<file path="config.mk">
export PLATFORM = sky130hd
export DESIGN_NAME = alu_pipe_flat
export DESIGN_NICKNAME = d
export VERILOG_FILES = /design/src/rtl/alu_pipe_if.sv /design/src/rtl/alu_pipe.sv /design/src/flat_wrapper.sv
export SDC_FILE = /design/constraint.sdc
export NUM_CORES = 1
export LEC_CHECK = 0
export CAP_MARGIN = 20
export CORE_ASPECT_RATIO = 1.1
export CORE_MARGIN = 2
export CORE_UTILIZATION = 35
export DETAILED_ROUTE_END_ITERATION = 10
export PLACE_DENSITY = 0.62
export SYNTH_ARGS = -nofsm -noshare
export SYNTH_HDL_FRONTEND = slang
export SYNTH_SLANG_ARGS = --single-unit
</file>
<file path="constraint.sdc">
create_clock -name clk -period 4.4 [get_ports clk]
set_input_delay 0.44 -clock clk [delete_from_list [all_inputs] [get_ports clk]]
set_output_delay 0.44 -clock clk [all_outputs]
set_load 0.05 [all_outputs]
</file>
<file path="src/rtl/alu_pipe_if.sv">
// Execute-stage ALU bus: operation offer, result return, flush, and condition codes.
// The slave side is the ALU; the master side is the issuing/consuming pipeline.
interface alu_pipe_if #(
    parameter int WIDTH = 64,
    parameter int TAG_W = 4
);
    logic             in_valid;
    logic             in_ready;
    logic [WIDTH-1:0] in_a;
    logic [WIDTH-1:0] in_b;
    logic [1:0]       in_op;
    logic             in_set_cc;
    logic [TAG_W-1:0] in_tag;
    logic             flush;
    logic             out_valid;
    logic             out_ready;
    logic [WIDTH-1:0] out_result;
    logic             out_of;
    logic [TAG_W-1:0] out_tag;
    logic             cc_zf;
    logic             cc_sf;
    logic             cc_of;

    modport master (
        output in_valid, in_a, in_b, in_op, in_set_cc, in_tag, flush, out_ready,
        input  in_ready, out_valid, out_result, out_of, out_tag, cc_zf, cc_sf, cc_of
    );

    modport slave (
        input  in_valid, in_a, in_b, in_op, in_set_cc, in_tag, flush, out_ready,
        output in_ready, out_valid, out_result, out_of, out_tag, cc_zf, cc_sf, cc_of
    );
endinterface

</file>
<file path="src/rtl/alu_pipe.sv">
// Single-stage registered ALU (ADD/SUB/AND/XOR) with valid/ready backpressure,
// flush, pass-through tag and a ZF/SF/OF condition-code register.
module alu_pipe #(
    parameter int WIDTH = 64,
    parameter int TAG_W = 4
) (
    input  logic       clk,
    input  logic       rst,
    alu_pipe_if.slave  bus
);
    typedef enum logic [1:0] {
        OP_ADD = 2'b00,
        OP_SUB = 2'b01,
        OP_AND = 2'b10,
        OP_XOR = 2'b11
    } op_e;

    logic             r_valid;
    logic [WIDTH-1:0] r_result;
    logic             r_of;
    logic [TAG_W-1:0] r_tag;
    logic             r_zf;
    logic             r_sf;
    logic             r_cc_of;

    logic             w_in_ready;
    logic             w_accept;
    logic [WIDTH-1:0] w_res;
    logic             w_ovf;
    op_e              w_op;

    assign w_op       = op_e'(bus.in_op);
    // Only flush, out_ready and the held-valid bit reach in_ready; operands never do.
    assign w_in_ready = !bus.flush && (!r_valid || bus.out_ready);
    assign w_accept   = bus.in_valid && w_in_ready;

    always_comb begin
        w_res = '0;
        w_ovf = 1'b0;
        case (w_op)
            OP_ADD: begin
                w_res = bus.in_a + bus.in_b;
                w_ovf = (bus.in_a[WIDTH-1] == bus.in_b[WIDTH-1]) &&
                        (w_res[WIDTH-1] != bus.in_a[WIDTH-1]);
            end
            OP_SUB: begin
                w_res = bus.in_a - bus.in_b;
                w_ovf = (bus.in_a[WIDTH-1] != bus.in_b[WIDTH-1]) &&
                        (w_res[WIDTH-1] != bus.in_a[WIDTH-1]);
            end
            OP_AND: w_res = bus.in_a & bus.in_b;
            OP_XOR: w_res = bus.in_a ^ bus.in_b;
            default: w_res = '0;
        endcase
    end

    // Result stage: a simultaneous transfer and accept simply reloads, so no bubble.
    always_ff @(posedge clk) begin
        if (rst) begin
            r_valid  <= 1'b0;
            r_result <= '0;
            r_of     <= 1'b0;
            r_tag    <= '0;
        end else if (bus.flush) begin
            r_valid  <= 1'b0;
        end else if (w_accept) begin
            r_valid  <= 1'b1;
            r_result <= w_res;
            r_of     <= w_ovf;
            r_tag    <= bus.in_tag;
        end else if (r_valid && bus.out_ready) begin
            r_valid  <= 1'b0;
        end
    end

    // Accept already excludes flush, so CC cannot move in a flush cycle.
    always_ff @(posedge clk) begin
        if (rst) begin
            r_zf    <= 1'b1;
            r_sf    <= 1'b0;
            r_cc_of <= 1'b0;
        end else if (w_accept && bus.in_set_cc) begin
            r_zf    <= (w_res == '0);
            r_sf    <= w_res[WIDTH-1];
            r_cc_of <= w_ovf;
        end
    end

    assign bus.in_ready   = w_in_ready;
    assign bus.out_valid  = r_valid;
    assign bus.out_result = r_result;
    assign bus.out_of     = r_of;
    assign bus.out_tag    = r_tag;
    assign bus.cc_zf      = r_zf;
    assign bus.cc_sf      = r_sf;
    assign bus.cc_of      = r_cc_of;
endmodule

</file>
<file path="src/flat_wrapper.sv">
// flat-port wrapper written by rule: the top's interface ports become plain ports
module alu_pipe_flat 
#(
    parameter int WIDTH = 64,
    parameter int TAG_W = 4
)
  (clk, rst, bus_in_valid, bus_in_a, bus_in_b, bus_in_op, bus_in_set_cc, bus_in_tag, bus_flush, bus_out_ready, bus_in_ready, bus_out_valid, bus_out_result, bus_out_of, bus_out_tag, bus_cc_zf, bus_cc_sf, bus_cc_of);
  alu_pipe_if #(.WIDTH(WIDTH), .TAG_W(TAG_W)) bus_i ();
  input  logic clk;
  input  logic rst;
  input wire logic [$bits(bus_i.in_valid)-1:0] bus_in_valid;
  input wire logic [$bits(bus_i.in_a)-1:0] bus_in_a;
  input wire logic [$bits(bus_i.in_b)-1:0] bus_in_b;
  input wire logic [$bits(bus_i.in_op)-1:0] bus_in_op;
  input wire logic [$bits(bus_i.in_set_cc)-1:0] bus_in_set_cc;
  input wire logic [$bits(bus_i.in_tag)-1:0] bus_in_tag;
  input wire logic [$bits(bus_i.flush)-1:0] bus_flush;
  input wire logic [$bits(bus_i.out_ready)-1:0] bus_out_ready;
  output wire logic [$bits(bus_i.in_ready)-1:0] bus_in_ready;
  output wire logic [$bits(bus_i.out_valid)-1:0] bus_out_valid;
  output wire logic [$bits(bus_i.out_result)-1:0] bus_out_result;
  output wire logic [$bits(bus_i.out_of)-1:0] bus_out_of;
  output wire logic [$bits(bus_i.out_tag)-1:0] bus_out_tag;
  output wire logic [$bits(bus_i.cc_zf)-1:0] bus_cc_zf;
  output wire logic [$bits(bus_i.cc_sf)-1:0] bus_cc_sf;
  output wire logic [$bits(bus_i.cc_of)-1:0] bus_cc_of;
  assign bus_i.in_valid = bus_in_valid;
  assign bus_i.in_a = bus_in_a;
  assign bus_i.in_b = bus_in_b;
  assign bus_i.in_op = bus_in_op;
  assign bus_i.in_set_cc = bus_in_set_cc;
  assign bus_i.in_tag = bus_in_tag;
  assign bus_i.flush = bus_flush;
  assign bus_i.out_ready = bus_out_ready;
  assign bus_in_ready = bus_i.in_ready;
  assign bus_out_valid = bus_i.out_valid;
  assign bus_out_result = bus_i.out_result;
  assign bus_out_of = bus_i.out_of;
  assign bus_out_tag = bus_i.out_tag;
  assign bus_cc_zf = bus_i.cc_zf;
  assign bus_cc_sf = bus_i.cc_sf;
  assign bus_cc_of = bus_i.cc_of;
  alu_pipe #(.WIDTH(WIDTH), .TAG_W(TAG_W)) u_core (.clk(clk), .rst(rst), .bus(bus_i));
endmodule
</file>
==> results of run 1 <==
-- cells by family (layout without fill, tap and decap cells) --
family / Yosys count / after routing
compound gates: 736 / 736
xor+xnor: 30 / 30
fa+ha+maj: 130 / 130
buf+inv: 269 / 992
flops: 73 / 73
mux: 53 / 53
simple gates: 749 / 749
-- registers in the layout, summed over array words and instances (netlist names) --
| name | cells |
|---|---|
| u_core.bus.out_valid | 1 |
| u_core.bus.out_of | 1 |
| u_core.bus.out_tag | 4 |
| u_core.bus.cc_sf | 1 |
| u_core.bus.cc_of | 1 |
| u_core.bus.out_result | 64 |
| u_core.bus.cc_zf | 1 |
-- per-layer routing --
layer  track usage  vias up  part of all wire
li1              -     8990                 -
met1         0.389     9017              0.39
met2         0.612      837              0.49
met3        0.0363      245             0.055
met4         0.194        0             0.065
met5             0        -                 0
-- synthesized netlist by cell type (23+ instances only) --
library cell	count	area share
buf_2	24	0.0089
xnor2_1	24	0.016
nor2_1	204	0.057
nor2b_1	24	0.011
o211ai_1	30	0.017
nor4_1	31	0.014
clkbuf_1	82	0.023
nor3_1	66	0.024
a21o_1	24	0.013
o21ai_0	138	0.051
nand4_1	46	0.021
a21oi_1	221	0.082
nand2_1	235	0.065
o21bai_1	25	0.014
nand3_1	38	0.014
mux2i_1	45	0.033
ha_1	128	0.12
a31oi_1	27	0.012
o31ai_1	44	0.024
inv_1	134	0.037
a221oi_1	23	0.015
a211oi_1	38	0.021
dfxtp_1	73	0.11
-- worst max-delay path by stage --
| stage | start | endpoint | slack [ps] | cells past startpoint |
|---|---|---|---|---|
| 5_1_grt | bus_in_b[18] | u_core.bus.cc_zf$_SDFFE_PP1P_ | -30 | 18 |
| 4_1_cts | bus_in_b[0] | u_core.bus.cc_zf$_SDFFE_PP1P_ | -8 | 17 |
| 2_1_floorplan | bus_in_a[0] | u_core.bus.cc_zf$_SDFFE_PP1P_ | 660 | 15 |
| 6_report | bus_in_b[8] | u_core.bus.cc_zf$_SDFFE_PP1P_ | 90 | 16 |
| 3_5_place_dp | bus_in_b[0] | u_core.bus.cc_zf$_SDFFE_PP1P_ | -680 | 18 |
| 3_3_place_gp | bus_in_b[0] | u_core.bus.cc_zf$_SDFFE_PP1P_ | -620 | 18 |
-- worst min-delay path: cells and delay by family (launching register included) --
kind             cells  cell delay [ps]
AND/OR/NAND/NOR      1               50
flip-flops           1              310
AO/OA/AOI/OAI        1               50
-- metrics by stage --
step                hold slack, ps  area, µm²  TNS (ps)
finish                         457      21300         0
global route                   472      21300     -55.8
CTS                            457      20700     -7.82
detailed placement             448      20300     -2910
global placement               443      20300     -2440
floorplan                      519      13500         0
-- area by class of cell --
type,instances,area [µm²]
clock buffer,10,239
clock inverter,6,88.8
fill,3787,16800
inverter,138,518
multi-input combinational,1698,11500
sequential,73,1460
tap,500,626
timing repair buffer,838,6840
-- power breakdown --
part | internal [mW] | switching, mW
clock network | 0.513 | 0.297
logic | 1.40 | 1.75
registers | 0.706 | 0.0312
total | 2.62 | 2.08
-- timing repair --
action,in CTS,in global routing
pin swaps,3,41
setup buffers,1,14
resized for setup,17,106
hold buffers,0,0
hold endpoints to repair,0,0
endpoints found under the setup margin,3,7
==> results.yml, run 1 <==
drt:
  wirelength_um: 71600
  avgViaCountPerCell: 5.85
  dr.pass1.iters: 6
  vias: 19100
  drtAntennaViolNets: 0
  wire_per_inst_um: 21.9
  drt_iter0_drc: 1584
  drc: 0
sta:
  setup_ws_ps: 86.4
  post-route-period-util: 0.980
  setup_viol: 0
  fin_skew_ps: 6.01
  worst-slew-pin-transition_ps: 880
  hold_viol: 0
  max-slew-margin-rel: 0.409
  drv_slew: 0
  fin_crit_ps: 4310
  max_clock_freq_mhz: 232
floorplanning:
  dieWidth_um: 191
  rows: 75
  coreArea_mm2: 0.0381
  floorplan.initialDensity: 0.355
  die_height_um: 210
  die_area_mm2: 0.0402
  boundaryPins: 214
logic_synthesis:
  synth_fp_nets: 2310
  synth-adder-area-share: 0.121
  synth-edff-count: 0
  syn_avg_cell_area_um2: 6.63
  synth_compound_area_frac: 0.364
  ys_ff_latch: 73
  synth_warnings: 0
  synth_cell_types: 103
  synthSimpleGateAreaFrac: 0.265
  async_reset_ff_frac: 0
  synthesis.instances: 2040
  synth_top_family_by_area: "compound AO/OA/AOI/OAI gates"
  yosysSeqAreaShare: 0.108
  muxShareOfSynthArea: 0.0408
  synthFlopType: "dfxtp_1"
  synth-xor-area-share: 0.0194
  syn_area_mm2: 0.0135
finish:
  drive_gt1_frac: 0.285
  mostFrequentLayoutCells: "622 x buf_4, 232 x nand2_1, 210 x a21oi_1"
  layout_commonest_cell: "buf_4"
  final_net_count: 3028
  utilization: 0.560
  stdcell_count: 3263
  area_growth_pct: 57.6
  diodes: 0
setup_path:
  crit_top_cell: "buf_4"
  critical-path-top-delay-family: "simple AND/OR/NAND/NOR gates"
  timing.rr.end: "u_core.bus.cc_zf$_SDFFE_PP1P_"
  path_class: "primary input to flip-flop"
  r2r_slack_ps: 1050
  cp_slowest_cell: "or4bb_4"
  crit_required_ps: 4640
  crit_buf_inv: 4
  worst-r2r-cell-count: 12
  worstSetupEndpointType: "flip-flop"
  arrival_ps: 4560
  path_max_fanout: 5
  path_cells: "clkdlybuf4s50_1 > inv_1 > ha_1 > buf_4 > or3_4 > a211oi_4 > buf_4 > mux2i_1 > a311oi_1 > o31ai_1 > o2111ai_1 > nor3_1 > or4bb_4 > nor4b_4 > nand4_1 > o41ai_2"
  cp-start-kind: "primary input"
  slowest_delay_ps: 570
  r2r-start: "u_core.bus.out_valid$_SDFFE_PP0P_"
grt:
  grt_pass1_wl_um: 106000
  grt_max_degree: 74
  grt_overflow: 0
  antenna_found_initial: 0
  grt_use_total: 0.341
  first_global_vias: 18800
placement:
  hpwl_um: 58900
  gp_congestion: 1.10
  numPortBuffers: 213
  place_ws_ps: -675
  placed_cells: 3232
hold_path:
  hp-class: "flip-flop to flip-flop"
  hp-start: "u_core.bus.out_result[28]$_SDFFE_PP0P_"
  whs_path_depth: 2
  holdPathEnd: "u_core.bus.out_result[28]$_SDFFE_PP0P_"
clocking:
  cts_sinks: 73
  clock_latency_ps: 330
  clk_path_buf_depth: 2
  cts-root-buf: "clkbuf_16"
  cts.htree.levels: 3
  cts_made_buffers: 9
  cts_tree: "done"
  path_clk_slew_ps: 60
flow_run:
  max_cap_violations: 0
power_and_ir_drop:
  finalPower_mw: 4.70
  power.static_leakage_nw: 9.38
  power.density_mw_per_mm2: 220
  vdd_ir_drop_max_uv: 159
outcome:
  status: "complete, no violations"
Power figures use the tool's default switching activity.
==> run 2, diff against run 1 <==
--- a/config.mk
+++ b/config.mk
@@ -9,6 +9,7 @@
 export CORE_ASPECT_RATIO = 1.1
 export CORE_MARGIN = 2
 export CORE_UTILIZATION = 35
+export CTS_BUF_LIST = sky130_fd_sc_hd__clkbuf_2 sky130_fd_sc_hd__clkbuf_4 sky130_fd_sc_hd__clkbuf_8
 export DETAILED_ROUTE_END_ITERATION = 10
 export PLACE_DENSITY = 0.62
 export SYNTH_ARGS = -nofsm -noshare
==> run 2 against run 1 <==
Power down 4.5%. Global-route usage about the same. Worst setup slack better by 23 ps. Critical path depth increased by 2. Wire length fell by 0.48%. Clock-buffer cell count unchanged. Combinational power hardly changed. Utilization is 0.33 points lower. Sequential share of layout area hardly changed.
==> results.yml, run 2 (synthesized netlist as in run 1, its figures left out) <==
outcome:
  status: "complete, no violations"
finish:
  fillers: 3808
  largest_register_ffs: 64
  final_net_count: 3025
  drive_gt1_frac: 0.283
  layout_commonest_cell: "buf_4"
  area_growth_pct: 56.7
  mostFrequentLayoutCells: "619 x buf_4, 232 x nand2_1, 210 x a21oi_1"
  diodes: 0
power_and_ir_drop:
  power.static_leakage_nw: 9.32
  vdd_ir_drop_max_uv: 161
  power_frac_seq: 0.164
  switching_share: 0.457
  power.density_mw_per_mm2: 212
  finalPower_mw: 4.49
  combinationalPowerShare: 0.701
  p_int_mw: 2.44
  clock_power_share: 0.135
  switching_power_mw: 2.05
clocking:
  cts.htree.levels: 3
  cts_made_buffers: 9
  cts-root-buf: "clkbuf_8"
  clock_latency_ps: 350
  cts_sinks: 73
  cts_tree: "done"
  clk_path_buf_depth: 2
  path_clk_slew_ps: 80
  hold_buffers: 0
setup_path:
  cp-start-kind: "primary input"
  crit_required_ps: 4670
  arrival_ps: 4560
  timing.rr.end: "u_core.bus.cc_zf$_SDFFE_PP1P_"
  crit_top_cell: "buf_4"
  worst-r2r-cell-count: 12
  endpoint: "u_core.bus.cc_zf$_SDFFE_PP1P_"
  r2r_slack_ps: 1070
  startpoint: "bus_in_b[4]"
  path_class: "primary input to flip-flop"
  path_max_fanout: 9
  r2r-start: "u_core.bus.out_valid$_SDFFE_PP0P_"
  path_cells: "clkdlybuf4s50_1 > inv_1 > ha_4 > a21o_1 > a31oi_4 > a2111o_1 > a31oi_4 > buf_4 > a221oi_1 > buf_4 > o21ai_1 > buf_4 > or4b_4 > mux2i_1 > a21o_1 > and3_1 > o211ai_1 > o41ai_2"
  worstSetupEndpointType: "flip-flop"
  cp_slowest_cell: "a2111o_1"
  slowest_delay_ps: 530
sta:
  post-route-period-util: 0.975
  fin_tns_setup_ps: 0
  setup_ws_ps: 109
  fin_crit_ps: 4290
  max-slew-margin-rel: 0.380
  max_clock_freq_mhz: 233
  fin_skew_ps: 6.70
  worst-slew-pin-transition_ps: 922
  drv_slew: 0
  hold_viol: 0
  setup_viol: 0
drt:
  wire_per_inst_um: 21.9
  drt_iter0_drc: 1485
  avgViaCountPerCell: 5.84
  drtAntennaViolNets: 0
  dr.pass1.iters: 5
  vias: 19000
  drc: 0
  wirelength_um: 71300
grt:
  grt_overflow: 0
  use_met1: 0.390
  first_global_vias: 18700
  met2_usage: 0.612
  grt_use_total: 0.341
  grt.busiest_layer: "met2"
  met3_usage: 0.0366
  grt_max_degree: 74
  grt_pass1_wl_um: 106000
  antenna_found_initial: 0
floorplanning:
  die_area_mm2: 0.0402
  dieWidth_um: 191
  rows: 75
  die_height_um: 210
  boundaryPins: 214
  floorplan.initialDensity: 0.355
  coreArea_mm2: 0.0381
placement:
  hpwl_um: 58900
  numPortBuffers: 213
  gp_congestion: 1.10
  place_ws_ps: -675
flow_run:
  max_cap_violations: 0
hold_path:
  hp-start: "rst"
  hp-class: "primary input to flip-flop"
==> run 2: final cells by class <==
class                   count  area (µm²)  area share
inverters                 138         518      0.0244
well taps                 500         626      0.0295
clock inverters             6        88.8     0.00419
repair buffers            835        6820       0.322
multi-input cells        1698       11500       0.545
clock buffers              10         138     0.00649
flip-flops and latches     73        1460      0.0689
==> run 2: worst min-delay path by stage <==
stage                                                   to  slack, ps  depth (start not counted)
floorplan                u_core.bus.out_valid$_SDFFE_PP0P_        520                          1
global placement    u_core.bus.out_result[53]$_SDFFE_PP0P_        440                          2
detailed placement  u_core.bus.out_result[36]$_SDFFE_PP0P_        450                          2
CTS                 u_core.bus.out_result[41]$_SDFFE_PP0P_        440                          3
global route        u_core.bus.out_result[41]$_SDFFE_PP0P_        450                          3
finish              u_core.bus.out_result[41]$_SDFFE_PP0P_        440                          3
==> run 2: stage by stage <==
stage               utilization  area (µm²)  hold slack (ps)  std cells
floorplan                     -       13500              519       2040
global placement          0.533       20300              443       3232
detailed placement        0.533       20300              448       3232
CTS                       0.541       20600              441       3249
global route              0.556       21200              454       3260
finish                    0.556       21200              441       3260
==> run 2: timing repair <==
action / 4_1_cts / 5_1_grt
setup buffers: 1 / 11
pin swaps: 3 / 39
gates resized for setup: 14 / 103
endpoints found under the setup margin: 3 / 5
==> run 2: metal layers <==
layer  routed length, µm  share of wire
met1               27800           0.39
met2               34700           0.49
met3                4070          0.057
met4                4730          0.066
met5                   0              0
==> run 2: power by group through the flow <==
| stage | registers (mW) | logic, mW | clock network [mW] |
|---|---|---|---|
| after floorplan | 0.896 | 1.32 | 0 |
| after global placement | 0.750 | 2.96 | 0 |
| after detailed placement | 0.750 | 2.97 | 0 |
| after CTS | 0.735 | 3.00 | 0.611 |
| after global routing | 0.740 | 3.35 | 0.641 |
| final | 0.736 | 3.14 | 0.607 |
==> run 2: worst max-delay path, delay by kind of cell <==
family                     cells  cell delay [ps]
buffers and inverters          5             1050
AOI/OAI and AO/OA              9             1870
adders and majority gates      1              350
and+or+nand+nor                2              640
muxes                          1              190
==> run 3, diff against run 2 <==
--- a/config.mk
+++ b/config.mk
@@ -5,7 +5,6 @@
 export SDC_FILE = /design/constraint.sdc
 export NUM_CORES = 1
 export LEC_CHECK = 0
-export CAP_MARGIN = 20
 export CORE_ASPECT_RATIO = 1.1
 export CORE_MARGIN = 2
 export CORE_UTILIZATION = 35
==> results of run 3 <==
No change in the layout: final DEF, timing and power equal those of run 2.
